`config.mk`:
```
export PLATFORM = sky130hd
export DESIGN_NAME = cs_word_pipe_flat
export DESIGN_NICKNAME = d
export VERILOG_FILES = /design/src/rtl/cs_word_pipe_if.sv /design/src/rtl/cs_word_pipe.sv /design/src/flat_wrapper.sv
export SDC_FILE = /design/constraint.sdc
export NUM_CORES = 1
export LEC_CHECK = 0
export ABC_AREA = 1
export CORE_UTILIZATION = 38
export CTS_CLUSTER_SIZE = 12
export DETAILED_ROUTE_END_ITERATION = 8
export GPL_TIMING_DRIVEN = 0
export PLACE_DENSITY = 0.69
export SYNTH_ARGS = -nofsm -noshare
export SYNTH_HDL_FRONTEND = slang
export SYNTH_SLANG_ARGS = --single-unit
```
`constraint.sdc`:
```
create_clock -name clk -period 2.7 [get_ports clk]
set_input_delay 0.27 -clock clk [delete_from_list [all_inputs] [get_ports clk]]
set_output_delay 0.27 -clock clk [all_outputs]
set_load 0.1 [all_outputs]
```
`src/rtl/cs_word_pipe_if.sv`:
```
// Sequencer-side and mapper-side signals of the control-word pipeline.
// The slave modport is the pipeline's view; the master modport is its environment's.
interface cs_word_pipe_if #(
  parameter int unsigned CS_WIDTH  = 62,
  parameter int unsigned CNT_WIDTH = 16
);
  logic                 in_valid;
  logic                 in_ready;
  logic [CS_WIDTH-1:0]  in_word;
  logic                 in_parity;
  logic                 stall;
  logic                 flush;
  logic                 out_valid;
  logic [CS_WIDTH-1:0]  out_word;
  logic [CNT_WIDTH-1:0] retire_count;
  logic                 parity_err;

  modport master (
    output in_valid, in_word, in_parity, stall, flush,
    input  in_ready, out_valid, out_word, retire_count, parity_err
  );

  modport slave (
    input  in_valid, in_word, in_parity, stall, flush,
    output in_ready, out_valid, out_word, retire_count, parity_err
  );
endinterface

```
`src/rtl/cs_word_pipe.sv`:
```
// Control-word pipeline with stall/flush/bubble, NOP masking of empty slots and a retire counter.
// Define CS_PARITY_EN to enable the sticky even-parity check on accepted words.
module cs_word_pipe #(
  parameter int unsigned         CS_WIDTH  = 62,
  parameter int unsigned         DEPTH     = 2,
  parameter logic [CS_WIDTH-1:0] NOP_WORD  = '0,
  parameter int unsigned         CNT_WIDTH = 16
) (
  input logic           clk,
  input logic           rst_n,
  cs_word_pipe_if.slave bus
);
  logic                 advance;
  logic                 accept;
  logic                 retire;
  logic [CS_WIDTH-1:0]  load_word;
  logic [DEPTH-1:0]     v_q, v_d;
  logic [CS_WIDTH-1:0]  d_q [DEPTH];
  logic [CS_WIDTH-1:0]  d_d [DEPTH];
  logic [CNT_WIDTH-1:0] retire_q, retire_d;

  assign advance = !bus.stall && !bus.flush;
  assign accept  = bus.in_valid && advance;
  assign retire  = v_q[DEPTH-1] && advance;

`ifdef CS_PARITY_EN
  logic par_bad;
  logic parity_q, parity_d;

  assign par_bad = ^{bus.in_word, bus.in_parity};
  // A faulting word still takes its slot, but travels as a harmless NOP
  assign load_word = par_bad ? NOP_WORD : bus.in_word;
  assign parity_d  = parity_q | (accept & par_bad);

  always_ff @(posedge clk or negedge rst_n) begin
    if (!rst_n) parity_q <= 1'b0;
    else        parity_q <= parity_d;
  end

  assign bus.parity_err = parity_q;
`else
  logic unused_parity;

  assign unused_parity  = bus.in_parity;
  assign load_word      = bus.in_word;
  assign bus.parity_err = 1'b0;
`endif

  always_comb begin
    v_d      = v_q;
    d_d      = d_q;
    retire_d = retire_q;
    if (bus.flush) begin
      v_d = '0;
    end else if (!bus.stall) begin
      v_d[0] = accept;
      d_d[0] = load_word;
      for (int unsigned k = 1; k < DEPTH; k++) begin
        v_d[k] = v_q[k-1];
        d_d[k] = d_q[k-1];
      end
    end
    if (retire) retire_d = retire_q + CNT_WIDTH'(1);
  end

  always_ff @(posedge clk or negedge rst_n) begin
    if (!rst_n) begin
      v_q      <= '0;
      retire_q <= '0;
      for (int unsigned k = 0; k < DEPTH; k++) d_q[k] <= NOP_WORD;
    end else begin
      v_q      <= v_d;
      d_q      <= d_d;
      retire_q <= retire_d;
    end
  end

  assign bus.in_ready     = advance;
  assign bus.out_valid    = v_q[DEPTH-1];
  assign bus.out_word     = v_q[DEPTH-1] ? d_q[DEPTH-1] : NOP_WORD;
  assign bus.retire_count = retire_q;
endmodule

```
`src/flat_wrapper.sv`:
```
// flat-port wrapper written by rule: the top's interface ports become plain ports
module cs_word_pipe_flat 
#(
  parameter int unsigned         CS_WIDTH  = 62,
  parameter int unsigned         DEPTH     = 2,
  parameter logic [CS_WIDTH-1:0] NOP_WORD  = '0,
  parameter int unsigned         CNT_WIDTH = 16
)
  (clk, rst_n, bus_in_valid, bus_in_word, bus_in_parity, bus_stall, bus_flush, bus_in_ready, bus_out_valid, bus_out_word, bus_retire_count, bus_parity_err);
  cs_word_pipe_if #(.CS_WIDTH(CS_WIDTH), .CNT_WIDTH(CNT_WIDTH)) bus_i ();
  input logic clk;
  input logic rst_n;
  input wire logic [$bits(bus_i.in_valid)-1:0] bus_in_valid;
  input wire logic [$bits(bus_i.in_word)-1:0] bus_in_word;
  input wire logic [$bits(bus_i.in_parity)-1:0] bus_in_parity;
  input wire logic [$bits(bus_i.stall)-1:0] bus_stall;
  input wire logic [$bits(bus_i.flush)-1:0] bus_flush;
  output wire logic [$bits(bus_i.in_ready)-1:0] bus_in_ready;
  output wire logic [$bits(bus_i.out_valid)-1:0] bus_out_valid;
  output wire logic [$bits(bus_i.out_word)-1:0] bus_out_word;
  output wire logic [$bits(bus_i.retire_count)-1:0] bus_retire_count;
  output wire logic [$bits(bus_i.parity_err)-1:0] bus_parity_err;
  assign bus_i.in_valid = bus_in_valid;
  assign bus_i.in_word = bus_in_word;
  assign bus_i.in_parity = bus_in_parity;
  assign bus_i.stall = bus_stall;
  assign bus_i.flush = bus_flush;
  assign bus_in_ready = bus_i.in_ready;
  assign bus_out_valid = bus_i.out_valid;
  assign bus_out_word = bus_i.out_word;
  assign bus_retire_count = bus_i.retire_count;
  assign bus_parity_err = bus_i.parity_err;
  cs_word_pipe #(.CS_WIDTH(CS_WIDTH), .DEPTH(DEPTH), .NOP_WORD(NOP_WORD), .CNT_WIDTH(CNT_WIDTH)) u_core (.clk(clk), .rst_n(rst_n), .bus(bus_i));
endmodule
```
==> key figures, run 1 <==
Timing
  – Min Tclk post-route: 2.54 ns
  – Hold WS: a little under 0.4 ns
  – Final hold vios: 0
  – TNS Setup: 0 ns
  – Clk_skew: about 0.0070 ns
  – Final setup margin: about 0.16 ns
  – # setup viols final: 0
  – Max Freq: between 0.3 and 0.4 GHz
  – RSZ-0062 raised after global routing: false
  – Post-route clock period utilization: 94.1%
  – Worst slew margin: ~33%
  – Worst-margin pin slew: 1.01 ns
  – Fin. max-slew vios: 0

Placed design
  – Buffers on Ports: approximately 150
  – Placed Cells: 1,076
  – Gpl congestion: 0.767
  – DP Wirelength: 9.80 mm
  – Worst slack, placed: -0.257 ns

Setup path
  – Critical Path Start Type: flip-flop
  – CP max stage cell: clkdlybuf4s15_2
  – Crit-path cells: buf_2 > clkbuf_1 > nand2_1 > inv_1 > clkdlybuf4s15_2
  – Worst EP arrival: ~2.3 ns
  – CP Max Fanout: 10
  – CP Class: reg2out
  – Required time worst endpoint: 2.43 ns
  – CP Capture Type: primary output
  – CP max stage delay: 0.56 ns
  – Worst R2R Setup Slack: 1.33 ns
  – R2R depth: 5
  – Worst r2r src: u_core.bus.retire_count[1]$_DFFE_PN0P_
  – Reg-to-Reg End: u_core.bus.retire_count[10]$_DFFE_PN0P_

Routing
  – Total routed wirelength: 14.4 mm
  – Iter 0 DRT Violations: 279
  – Vias post-DR: 4,888
  – Final ANT Viol Nets: 0
  – Via density: about 4.4
  – Drt first pass iters: 5
  – Routed length per instance: 13.0 um
  – Drt drc: 0

Logic synthesis
  – Top post-synthesis cells by area: dfrtp_1 (59%), nand2_1 (15%), o21ai_0 (8.5%)
  – Avg Cell Area, Syn: about 8.4 um2
  – Synth Net Count: roughly 790
  – Synth Instances: between 700 and 800
  – Yosys top cell by area: dfrtp_1
  – Yosys warnings: 0
  – Synth top area share: 58.7%
  – Synth unique cells: 24
  – Post-synthesis register bit count: 142
  – Syn Std Cell Area: 6060 um2
  – Register area share after synthesis: between 50% and 60%

Clocking
  – Clock Tree Buf Depth: 2
  – H-tree Lvls: 4
  – Root Driver: clkbuf_16
  – Postcts setup bufs: 0
  – Worst skew pair latency: 0.41 ns
  – CTS sink count: 142
  – Total CTS buffers: 17
  – TritonCTS clock tree: done
  – Clock Pin Slew Worst Setup and Hold Paths: about 0.060 ns

Min path
  – Hold EP: u_core.d_q[122]$_DFFE_PN0P_
  – Hold WC Path Type: in2reg
  – Worst hold start: bus_in_word[60]
  – Hold path cells: 3

Power and ir drop
  – Peak supply drop: 0.000477 V
  – Leakage: 4.40 nW
  – Pwr per Cell Area: 701 nW/um2

Cells and area
  – Layout area overhead: 40.5%
  – Share of cells above drive strength 1: 13.4%
  – # diodes: 0
  – Fin cells: 1,109
  – Fin nets: about 950
  – Final core utilization: 55.4%

GRT
  – Initial antenna violation count: 0
  – Grt total ovfl: 0
  – Pin count of the biggest net entering global routing: 83
  – M1 GR Usage: between 20% and 30%
  – First-pass GRT wire length: 23.8 mm
  – Met3 Track Usage GR: 5.84%
  – Met2 usage: 31.7%
  – Gr usage total: 18.9%
  – GR peak layer: met2
  – Vias in the first global route: 4,929

Die
  – Die ar.: roughly 16,000 um2
  – Die height: approximately 130 um
  – Row count: 45
  – Initial Utilization: 39.4%
  – Top Ports: 149
  – Die width: 128 um
  – Core ar.: 15,400 um2

Outcome
  – Status: finished clean

Job
  – Maxcap violations: 0
## stage by stage
stage	power [mW]	cell area, um2
after floorplan	3.21	6060
after CTS	6.02	8510
after global routing	6.24	8510
final	5.97	8510
after global placement	3.54	7780
after detailed placement	3.57	7810
## sequential cells by signal, indices dropped and copies added, names as in the netlist
signal,cells
u_core.d_q,124
u_core.bus.retire_count,16
u_core.v_q,2
## worst max-delay path by stage
| stage | from | to | cells after the start |
|---|---|---|---|
| after floorplan | u_core.v_q[1]$_DFFE_PN0P_ | bus_out_word[10] | 4 |
| after global placement | rst_n | u_core.d_q[109]$_DFFE_PN0P_ | 1 |
| after detailed placement | bus_stall | bus_in_ready | 6 |
| after CTS | bus_stall | bus_in_ready | 6 |
| after global routing | u_core.v_q[1]$_DFFE_PN0P_ | bus_out_word[58] | 5 |
| final | u_core.v_q[1]$_DFFE_PN0P_ | bus_out_word[53] | 5 |
## cells in the mapped netlist (all sizes together)
library cell,n
nor2b,1
nand2,246
nand4,5
xor2,7
nor3,3
dfrtp,142
nand3,8
buf,18
inv,135
nor2,13
clkbuf,17
ha,1
o21ai,116
clkinv,1
nand3b,1
xnor2,3
conb,1
## critical path: cells and delay by family (launching register included)
kind	cells	cell delay (ns)
buf+inv	4	1.38
flops	1	0.33
simple gates	1	0.15
## what timing repair did
| item | in CTS | in global routing |
|---|---|---|
| gates cloned | 0 | 0 |
| hold buffers | 1 | 0 |
| endpoints found under the hold margin | 60 | 0 |
| setup endpoints to repair | 61 | 4 |
| resized for setup | 181 | 6 |
## report_power, final
part	leakage (nW)	internal [mW]	switching (mW)
registers	1.78	2.42	0.145
logic	2.32	0.308	0.653
clock network	0.302	1.56	0.881
## area by class of cell
| type | count | area, um2 |
|---|---|---|
| plain buffers | 35 | 208 |
| clock buffers | 19 | 443 |
| clock inverters | 13 | 170 |
| fillers | 1428 | 6860 |
| inverters | 136 | 510 |
| multi-input cells | 405 | 1790 |
| flip-flops and latches | 142 | 3550 |
| well taps | 211 | 264 |
| repair buffers | 148 | 1580 |
## per-layer routing
metal / routed length, um / vias to the layer above
li1: - / 2475
met2: 7040 / 114
met5: 0 / -
met1: 6440 / 2291
met4: 105 / 0
met3: 828 / 8
## cells by family after synthesis
family          synth area share (%)
other cells                   0.0619
simple gates                    18.2
compound gates                  9.58
flops                           58.7
buf+inv                         11.8
fa+ha+maj                      0.207
xor+xnor                        1.45
## placed cells by master, fill, tap and decap left out, types with 2 or more instances in the layout
cell type,n
clkbuf_16,17
dfrtp_1,142
nor2_4,2
dlymetal6s2s_1,2
o21ai_1,13
xnor2_1,3
inv_1,134
nor2_2,3
buf_6,7
nor3_1,3
clkdlybuf4s15_2,60
clkbuf_1,17
nand2_1,245
xor2_1,7
o21ai_0,103
nor2_1,8
buf_4,6
clkinvlp_4,2
bufinv_16,4
clkinv_2,7
clkdlybuf4s50_1,82
clkbuf_2,2
buf_2,6
nand3_1,8
nand4_1,5
(Power assumes the default switching activity.)
==> inputs of run 2 (changes only) <==
SKIP_LAST_GASP = 1   (was unset)
==> run 2 against run 1 <==
Worst hold slack better by 0.0015 ns. Core utilization about the same. Cell count is the same. Critical endpoint is now bus_out_word[1].
==> key figures, run 2 (synthesis gave the netlist of run 1 again) <==
Die
  – Die width: 128 um
  – Row count: 45
  – Die ar.: 16,400 um2
  – Initial Utilization: 39.4%
  – Top Ports: approximately 150
  – Die height: 128 um
  – Core ar.: 15,400 um2

Timing
  – Min Tclk post-route: 2.50 ns
  – Fin. max-slew vios: 0
  – Worst slew margin: 32.5%
  – Final setup margin: roughly 0.20 ns
  – Final hold vios: 0
  – Post-route clock period utilization: 92.7%
  – RSZ-0062 raised after global routing: false
  – # setup viols final: 0
  – Clk_skew: between 0.007 and 0.008 ns
  – Worst-margin pin slew: 1.01 ns
  – Max Freq: about 0.4 GHz

GRT
  – Vias in the first global route: between 4,000 and 5,000
  – Grt total ovfl: 0
  – Pin count of the biggest net entering global routing: 83
  – Initial antenna violation count: 0
  – Gr usage total: 18.8%
  – First-pass GRT wire length: 23.7 mm

Cells and area
  – Max reg flops: 124
  – Share of cells above drive strength 1: 13.4%
  – Fill count: 1,428
  – Most frequent cells in the layout: nand2_1 (245), dfrtp_1 (142), inv_1 (134)
  – Most common cell after layout, fill and taps aside: nand2_1
  – # diodes: 0
  – Top reg by flops: u_core.d_q
  – Post-layout instance area: ~8500 um2
  – Layout area overhead: 40.4%
  – Register Area: 3550 um2
  – Final core utilization: 55.3%
  – Area of the multi-input gates: 1790 um2
  – Fin nets: between 900 and 1,000

Routing
  – Total routed wirelength: 14.3 mm
  – Drt first pass iters: 4
  – Final ANT Viol Nets: 0
  – Vias post-DR: 4,865
  – Iter 0 DRT Violations: 282
  – Via density: 4.39
  – Drt drc: 0
  – Routed length per instance: 12.9 um

Setup path
  – CP max stage delay: between 0.5 and 0.6 ns
  – CP Capture Type: primary output
  – Required time worst endpoint: 2.43 ns
  – CP Max Fanout: 10
  – Critical Path Start Type: flip-flop
  – Worst EP arrival: 2.23 ns
  – Worst Setup SP: u_core.v_q[1]$_DFFE_PN0P_
  – CP max stage cell: clkdlybuf4s15_2
  – Worst r2r src: u_core.bus.retire_count[1]$_DFFE_PN0P_
  – Crit-path cells: buf_2 > clkbuf_1 > nand2_1 > inv_1 > clkdlybuf4s15_2
  – Largest delay share family, worst path: buffers and inverters
  – CP Class: reg2out
  – Bufs and invs on worst path: 4

Clocking
  – Total CTS buffers: 17
  – H-tree Lvls: 4
  – CTS sink count: 142
  – Root Driver: clkbuf_16
  – Clock Tree Buf Depth: 2
  – Worst skew pair latency: ~0.4 ns
  – Clock Pin Slew Worst Setup and Hold Paths: 0.06 ns
  – Postcts setup bufs: 0
  – TritonCTS clock tree: done

Power and ir drop
  – Pwr per Cell Area: 701 nW/um2
  – Design Power: just under 6 mW
  – Leakage: 4.40 nW
  – Peak supply drop: approximately 0.00048 V

Min path
  – Worst hold start: bus_in_word[60]
  – Hold WC Path Type: in2reg

Placed design
  – Placed Instance Area: 7810 um2
  – Buffers on Ports: 146
  – Worst slack, placed: -0.257 ns
  – DP Wirelength: 9.80 mm
  – Gpl congestion: about 0.77

Outcome
  – Status: finished clean

Job
  – Maxcap violations: 0
-- run 2: changes by cell type in the layout (fill, tap and decap cells not counted), sizes merged --
cell           change
clkbuf             +1
clkdlybuf4s15      -1
-- run 2: worst min-delay path: cells and delay by family --
family        cells  cell delay [ns]
buf+inv           1             0.39
simple gates      2             0.10
-- run 2: what timing repair did --
action	CTS	global route
pin swaps	0	0
setup endpoints to repair	61	5
hold buffers	1	0
resized for setup	179	8
endpoints found under the hold margin	60	0
-- run 2: layout make-up --
class	count	area share, %
Clock inverter	13	2.00
Clock buffer	19	5.21
Tap cell	211	3.10
Inverter	136	6.00
Sequential cell	142	41.8
Multi-Input combinational cell	405	21.0
Timing Repair Buffer	148	18.4
Buffer	35	2.44
-- run 2: final timing paths --
path	cells past startpoint	slack, ns	endpoint
max in group asynchronous	3	1.50	u_core.d_q[47]$_DFFE_PN0P_
worst max-delay path	5	0.20	bus_out_word[1]
worst min-delay path	3	0.39	u_core.d_q[122]$_DFFE_PN0P_
worst max register to register	5	1.33	u_core.bus.retire_count[10]$_DFFE_PN0P_
worst min register to register	2	0.47	u_core.d_q[59]$_DFFE_PN0P_
min in group asynchronous	2	0.40	u_core.d_q[21]$_DFFE_PN0P_
-- run 2: metal layers --
layer	track usage [%]	routed length, um
met1	23.3	6580
met3	5.84	672
met2	31.5	6980
met4	5.74	66
met5	0	0
-- run 2: per-stage QoR --
stage | instances | setup TNS (ns) | hold WS (ns)
final | 1109 | 0 | 0.391
after global routing | 1109 | 0 | 0.388
after CTS | 1109 | -0.200 | 0.371
after detailed placement | 1076 | -0.272 | 0.286
after global placement | 1075 | -618.41 | 0.453
after floorplan | 718 | 0 | -0.0256
-- run 2: where the power goes --
part,internal [mW],switching [mW]
clock network,1.56,0.876
logic,0.308,0.651
registers,2.42,0.145
total,4.29,1.67
